File: src/rtl/cl_mask_filter.sv
// Sparse-window mask filter: maps the next TRANSFER_SIZE nonzero positions at or
// after start_index onto dense transfer slots, with one-cycle registered outputs.
module cl_mask_filter #(
  parameter int COMPRESSION_WINDOW_SIZE = 32,
  parameter int TRANSFER_SIZE           = 4,
  localparam int CW = $clog2(TRANSFER_SIZE) + 1,
  localparam int IW = $clog2(COMPRESSION_WINDOW_SIZE)
) (
  input  logic                                  clock,
  input  logic                                  resetn,
  input  logic                                  in_valid,
  input  logic [COMPRESSION_WINDOW_SIZE-1:0]    bitmask,
  input  logic [COMPRESSION_WINDOW_SIZE-1:0]    mutual_bitmask,
  input  logic [IW-1:0]                         start_index,
  output logic                                  out_valid,
  output logic [TRANSFER_SIZE-1:0]              dense_bitmask,
  output logic [IW-1:0]                         next_index,
  output logic                                  window_done,
  output logic [CW*COMPRESSION_WINDOW_SIZE-1:0] accumulated_index,
  output logic [7:0]                            pop_count
);

  localparam int unsigned W        = COMPRESSION_WINDOW_SIZE;
  localparam int unsigned T        = TRANSFER_SIZE;
  localparam int unsigned LAST_POS = W - 1;

  logic [CW*W-1:0] accNext;
  logic [T-1:0]    denseNext;
  logic [IW-1:0]   nextNext;
  logic            doneNext;
  logic [7:0]      popNext;
  logic [CW-1:0]   runCnt;
  logic            lastFound;
  int unsigned     lastPos;

  // runCnt is the saturated count of set bits seen so far inside the window;
  // a set bit whose prior count is k < T is the unique occupant of slot k.
  always_comb begin
    accNext   = '0;
    denseNext = '0;
    popNext   = '0;
    runCnt    = '0;
    lastFound = 1'b0;
    lastPos   = '0;
    nextNext  = '0;
    doneNext  = 1'b1;
    for (int unsigned p = 0; p < W; p++) begin
      popNext = popNext + 8'(bitmask[p]);
      if (p >= 32'(start_index) && bitmask[p]) begin
        for (int unsigned k = 0; k < T; k++) begin
          if (runCnt == CW'(k)) denseNext[k] = mutual_bitmask[p];
        end
        if (runCnt == CW'(T - 1)) begin
          lastFound = 1'b1;
          lastPos   = p;
        end
        if (runCnt != CW'(T)) runCnt = runCnt + CW'(1);
      end
      accNext[CW*p +: CW] = runCnt;
    end
    if (lastFound && lastPos != LAST_POS) begin
      nextNext = IW'(lastPos + 1);
      doneNext = 1'b0;
    end
  end

  always_ff @(posedge clock) begin
    if (!resetn) begin
      out_valid         <= 1'b0;
      dense_bitmask     <= '0;
      next_index        <= '0;
      window_done       <= 1'b0;
      accumulated_index <= '0;
      pop_count         <= '0;
    end else if (in_valid) begin
      out_valid         <= 1'b1;
      dense_bitmask     <= denseNext;
      next_index        <= nextNext;
      window_done       <= doneNext;
      accumulated_index <= accNext;
      pop_count         <= popNext;
    end else begin
      out_valid <= 1'b0;
    end
  end

endmodule

File: config.mk
export PLATFORM = sky130hd
export DESIGN_NAME = cl_mask_filter
export DESIGN_NICKNAME = d
export VERILOG_FILES = /design/src/rtl/cl_mask_filter.sv
export SDC_FILE = /design/constraint.sdc
export NUM_CORES = 1
export LEC_CHECK = 0
export ABC_AREA = 1
export ABC_CLOCK_PERIOD_IN_PS = 62300
export CAP_MARGIN = 20
export CORE_ASPECT_RATIO = 1.4
export CORE_MARGIN = 3
export CORE_UTILIZATION = 60
export CTS_BUF_LIST = sky130_fd_sc_hd__clkbuf_2 sky130_fd_sc_hd__clkbuf_4 sky130_fd_sc_hd__clkbuf_8
export DETAILED_ROUTE_END_ITERATION = 8
export PLACE_DENSITY = 0.95
export SLEW_MARGIN = 10
export SYNTH_ARGS = -nofsm -noshare
export SYNTH_HDL_FRONTEND = slang
export SYNTH_SLANG_ARGS = --single-unit
File: constraint.sdc
create_clock -name clock -period 62.3 [get_ports clock]
set_input_delay 15.575 -clock clock [delete_from_list [all_inputs] [get_ports clock]]
set_output_delay 15.575 -clock clock [all_outputs]
set_load 0.02 [all_outputs]
==> impl_metrics.json, run 1 <==
{
  "outcome": "completed",
  "met1_length_um": 11400,
  "grt_overflow": 0,
  "syn_area_per_cell_sq_um": 7.38,
  "synth-seq-area-share": 0.199,
  "holdPathStages": 2,
  "synth_cell_type_count": 55,
  "synth-main-ff-cell": "dfxtp_1",
  "path_max_fanout": 8,
  "syn_to_final_growth_pct": 19.6,
  "route.vias.total": 10700,
  "worst_pin_slew_ns": 0.911,
  "syn_inst": 1503,
  "num_rows": 58,
  "ctsResizeCount": 0,
  "netlist_area_sq_mm": 0.0111,
  "finalHoldViolations": 0,
  "endpoint_kind": "flip-flop",
  "gp_congestion": 0.930,
  "crit_required_ns": 62.68,
  "start_util": 0.614,
  "fmaxAchievable_mhz": 23.2,
  "cp_num_buf_inv": 30,
  "cpMaxStageDelayCell": "clkdlybuf4s50_1",
  "io_pins": 187,
  "r2r_cells": 2,
  "post-synth-top-area-cell": "dfxtp_1",
  "criticalPathCategory": "input port to flip-flop",
  "cts_tree": "built",
  "grt_max_degree": 94,
  "cts_root_buf": "clkbuf_8",
  "nNetsFinal": 1914,
  "drive_gt1_frac": 0.116,
  "top_layer": "met5",
  "timing.final.crit_share": 0.691,
  "ys_warn_count": 0,
  "clk_latency_ns": 0.42,
  "vias_per_cell": 5.58,
  "grt_pass1_wl_um": 49000,
  "clock_path_buffers": 2,
  "track_usage": 0.295,
  "synth_area_leaders": "dfxtp_1 20%, ha_1 17%, nand2_1 12%, inv_1 6.3%, nand3_1 6.2%",
  "setup_viol": 0,
  "drt_pass1_iterations": 5,
  "synth-edff-count": 0,
  "critPathMostFrequentCell": "ha_1",
  "min_to": "accumulated_index[95]",
  "routed_wl_um": 29800,
  "synth_top_cells_by_count": "342 x nand2_1, 186 x inv_1, 148 x ha_1",
  "cp.arrival_ns": 43.42,
  "post-cts-setup-buffers": 0,
  "wl_met3_um": 1820,
  "layout_min_cycle_time_ns": 43.04,
  "cts_htree_levels": 3,
  "synthMostInstantiatedCell": "nand2_1",
  "holdBufCountCts": 0,
  "setup_tns_ns": 0,
  "synth-async-reset-ratio": 0,
  "maxCapViolations": 0,
  "clock_sinks": 110,
  "holdCritStartpoint": "accumulated_index[95]",
  "cpPeakStageDelay_ns": 0.61,
  "numCtsBuffers": 9,
  "reg2reg_from": "accumulated_index[27]",
  "port_buffers": 181,
  "startpoint_type": "input port",
  "die-area_sq_mm": 0.0202,
  "relSlewSlack": 0.386,
  "grt_pass1_vias": 10800,
  "ys_ff_latch": 110,
  "drc": 0,
  "hp-class": "flip-flop to flip-flop",
  "worst_r2r_endpoint": "accumulated_index[27]",
  "die_x_um": 121,
  "dieHeight_um": 167,
  "clkTransAtPathRegs_ns": 0.13,
  "drt-initial-drc-count": 739,
  "hpwl_um": 24300,
  "clock_skew_ns": 0,
  "rrSetupSlack_ns": 61.60,
  "core_sq_mm": 0.0181,
  "synth_top_area_frac": 0.199,
  "antenna_found_initial": 2,
  "ant_nets": 0,
  "avgRoutedWirePerCell_um": 15.6,
  "met2_length_um": 14900,
  "rsz0062_at_grt": "false",
  "drv_slew": 0,
  "worst_path_dominant_cell_family": "simple AND/OR/NAND/NOR gates"
}
-- logic make-up after synthesis --
family                     count (synthesis)  share of synthesized area
AOI/OAI and AO/OA                        229                      0.125
and+or+nand+nor                          684                      0.299
DFF                                      110                      0.199
other                                      1                   0.000338
muxes                                     49                     0.0443
adders and majority gates                172                      0.210
buffers and inverters                    245                     0.0915
xor gates and xnor gates                  13                     0.0306
-- worst max path at each step --
stage,from,end,slack [ns],cells after the start
after floorplan,start_index[4],next_index[3],22.88,153
after global routing,start_index[2],next_index[3],16.83,153
after detailed placement,start_index[4],next_index[3],19.13,150
after global placement,start_index[4],next_index[3],20.91,158
final,start_index[4],next_index[3],19.26,151
after CTS,start_index[4],next_index[3],19.50,150
-- worst register-to-register path, stage by stage, from the launching register on --
cell and delay, ns:
dfxtp_1 0.33, nand2_1 0.08, o21ai_0 0.13
-- state kept, by name, indices dropped and copies added (netlist names) --
name,flops
out_valid,1
window_done,1
dense_bitmask,4
pop_count,6
next_index,5
accumulated_index,93
-- metrics by stage --
stage | util | area [sq um] | cells | hold slack, ns | setup slack (ns)
2_1_floorplan | - | 11100 | 1507 | 0.526 | 22.88
5_1_grt | 0.734 | 13300 | 1916 | 0.488 | 16.83
3_3_place_gp | 0.722 | 13100 | 1899 | 0.436 | 20.91
3_5_place_dp | 0.722 | 13100 | 1899 | 0.444 | 19.13
6_report | 0.734 | 13300 | 1916 | 0.465 | 19.26
4_1_cts | 0.734 | 13300 | 1915 | 0.465 | 19.50
-- layer usage --
metal  GRT usage  vias up
li1            -     5213
met1       0.326     4953
met2       0.526      408
met3      0.0513      111
met4       0.162        2
met5           0        -
-- cells in the final DEF (no fill, tap or decap), drive strengths merged, types with 10 or more instances in the layout --
cell / count
a21oi: 24
clkdlybuf4s50: 181
dfxtp: 110
fa: 24
ha: 148
inv: 214
mux2i: 48
nand2: 413
nand3: 153
nor2: 85
nor3: 12
o211ai: 31
o21ai: 158
or2: 10
-- cell type report --
cell class / count / area, sq um
diodes: 1 / 2.50
clock buffers: 9 / 124
clock inverters: 7 / 86.3
fillers: 1336 / 4800
inverters: 215 / 831
multi-input cells: 1152 / 7900
flip-flops and latches: 110 / 2200
well taps: 240 / 300
repair buffers: 182 / 1820
Power of run 1 is not shown: default switching activity piles up to over one toggle a cycle in this logic, so the estimate is an artifact.
==> run 2: changes to the inputs <==
--- a/config.mk
+++ b/config.mk
@@ -6,14 +6,14 @@
 export NUM_CORES = 1
 export LEC_CHECK = 0
 export ABC_AREA = 1
-export ABC_CLOCK_PERIOD_IN_PS = 62300
+export ABC_CLOCK_PERIOD_IN_PS = 41700
 export CAP_MARGIN = 20
 export CORE_ASPECT_RATIO = 1.4
 export CORE_MARGIN = 3
-export CORE_UTILIZATION = 60
+export CORE_UTILIZATION = 56
 export CTS_BUF_LIST = sky130_fd_sc_hd__clkbuf_2 sky130_fd_sc_hd__clkbuf_4 sky130_fd_sc_hd__clkbuf_8
 export DETAILED_ROUTE_END_ITERATION = 8
-export PLACE_DENSITY = 0.95
+export PLACE_DENSITY = 0.9
 export SLEW_MARGIN = 10
 export SYNTH_ARGS = -nofsm -noshare
 export SYNTH_HDL_FRONTEND = slang
==> constraint.sdc (replaced) <==
create_clock -name clock -period 41.7 [get_ports clock]
set_input_delay 10.425 -clock clock [delete_from_list [all_inputs] [get_ports clock]]
set_output_delay 10.425 -clock clock [all_outputs]
set_load 0.02 [all_outputs]
==> run 2 against run 1 <==
Effect of this change:
- routed wire length fell by 1.0%
- non-clock buffer count rose by 1
- largest cell class unchanged
- register-to-register slack got worse by 21 ns
==> impl_metrics.json, run 2 (synthesis results as in run 1) <==
{
  "setup_viol": 0,
  "drt_pass1_iterations": 5,
  "endpoint_kind": "flip-flop",
  "rrSetupSlack_ns": 40.98,
  "path_max_fanout": 8,
  "startpoint": "start_index[4]",
  "routed_wl_um": 29500,
  "drt-initial-drc-count": 637,
  "outcome": "completed",
  "cts_tree": "built",
  "nNetsFinal": 1915,
  "avgRoutedWirePerCell_um": 15.3,
  "grt_pass1_wl_um": 48500,
  "timing.final.crit_share": 0.906,
  "port_buffers": 181,
  "hpwl_um": 24200,
  "core_sq_mm": 0.0194,
  "holdCritStartpoint": "dense_bitmask[1]",
  "holdBufCountCts": 0,
  "worst_pin_slew_ns": 0.942,
  "vias_per_cell": 5.44,
  "reg2reg_from": "accumulated_index[93]",
  "clock_sinks": 110,
  "setup_tns_ns": 0,
  "cts_root_buf": "clkbuf_8",
  "grt_max_degree": 94,
  "ctsResizeCount": 0,
  "num_rows": 60,
  "syn_to_final_growth_pct": 20.1,
  "clock_skew_ns": 0,
  "critPathMostFrequentCell": "ha_1",
  "rsz0062_at_grt": "false",
  "cts_htree_levels": 3,
  "antenna_found_initial": 4,
  "maxCapViolations": 0,
  "cp.arrival_ns": 38.13,
  "criticalPathCategory": "input port to flip-flop",
  "dieHeight_um": 172,
  "startpoint_type": "input port",
  "clkTransAtPathRegs_ns": 0.12,
  "layout_common_cells": "341 x nand2_1, 186 x inv_1, 181 x clkdlybuf4s50_1",
  "crit_required_ns": 42.06,
  "numCtsBuffers": 9,
  "layout_commonest_cell": "nand2_1",
  "route.vias.total": 10500,
  "drc": 0,
  "hp-class": "flip-flop to flip-flop",
  "die-area_sq_mm": 0.0215,
  "regMostFlops": "accumulated_index",
  "grt_pass1_vias": 10500,
  "layout_min_cycle_time_ns": 37.77,
  "clk_latency_ns": 0.40,
  "relSlewSlack": 0.372,
  "grt_overflow": 0,
  "clock_path_buffers": 2,
  "start_util": 0.572,
  "drive_gt1_frac": 0.117,
  "cpMaxStageDelayCell": "clkdlybuf4s50_1",
  "die_x_um": 125,
  "fillers": 1632,
  "track_usage": 0.269,
  "fmaxAchievable_mhz": 26.5,
  "ant_nets": 0,
  "largest_register_ffs": 93,
  "io_pins": 187,
  "reg.largest.list": "accumulated_index (93), pop_count (6), next_index (5)",
  "finalHoldViolations": 0,
  "drv_slew": 0,
  "gp_congestion": 0.911,
  "post-cts-setup-buffers": 0,
  "cpPeakStageDelay_ns": 0.62
}
==> run 2: cell count changes in the layout (fill, tap and decap cells not counted) <==
cell	delta
clkinv_8	-2
clkinvlp_4	+1
diode_2	+5
buf_16	+1
bufinv_16	+1
==> run 2: stage by stage <==
step	cells	area (sq um)	util	hold slack, ns	setup WS [ns]
after global routing	1927	13300	0.687	0.489	1.12
after floorplan	1507	11100	-	0.526	7.43
after global placement	1907	13100	0.674	0.437	5.36
after detailed placement	1907	13100	0.674	0.441	3.71
after CTS	1923	13300	0.686	0.462	4.06
final	1930	13300	0.688	0.459	3.93
==> run 2: area by class of cell <==
class                   count  area (sq um)  share of cell area
inverters                 215           831              0.0624
clock buffers               9           124             0.00930
well taps                 248           310              0.0233
repair buffers            183          1850               0.139
clock inverters             7          91.3             0.00686
diodes                      6          15.0             0.00113
flip-flops and latches    110          2200               0.165
multi-input cells        1152          7900               0.593
==> run 2: metal layers <==
metal / share of wire / wire length [um] / track usage / vias up
met1: 0.41 / 12100 / 0.310 / 4881
met4: 0.036 / 1050 / 0.123 / 2
met5: 0.00054 / 16 / 0 / -
met3: 0.049 / 1460 / 0.0402 / 67
li1: - / - / - / 5229
met2: 0.50 / 14900 / 0.495 / 312
==> run 2: worst paths after layout <==
kind / to / cells after the start
worst min-delay path: dense_bitmask[1] / 2
worst max register to register: accumulated_index[93] / 4
worst max-delay path: next_index[3] / 154
worst min register to register: dense_bitmask[1] / 2
==> run 2: critical path: cells and delay by family <==
kind                     cells  cell delay, ns
AND/OR/NAND/NOR             63            9.52
adder cells (fa/ha/maj)     32            7.87
AO/OA/AOI/OAI               22            4.78
buffers and inverters       31            3.81
XOR/XNOR                     6            1.66
Power of run 2 is left out for the same reason.
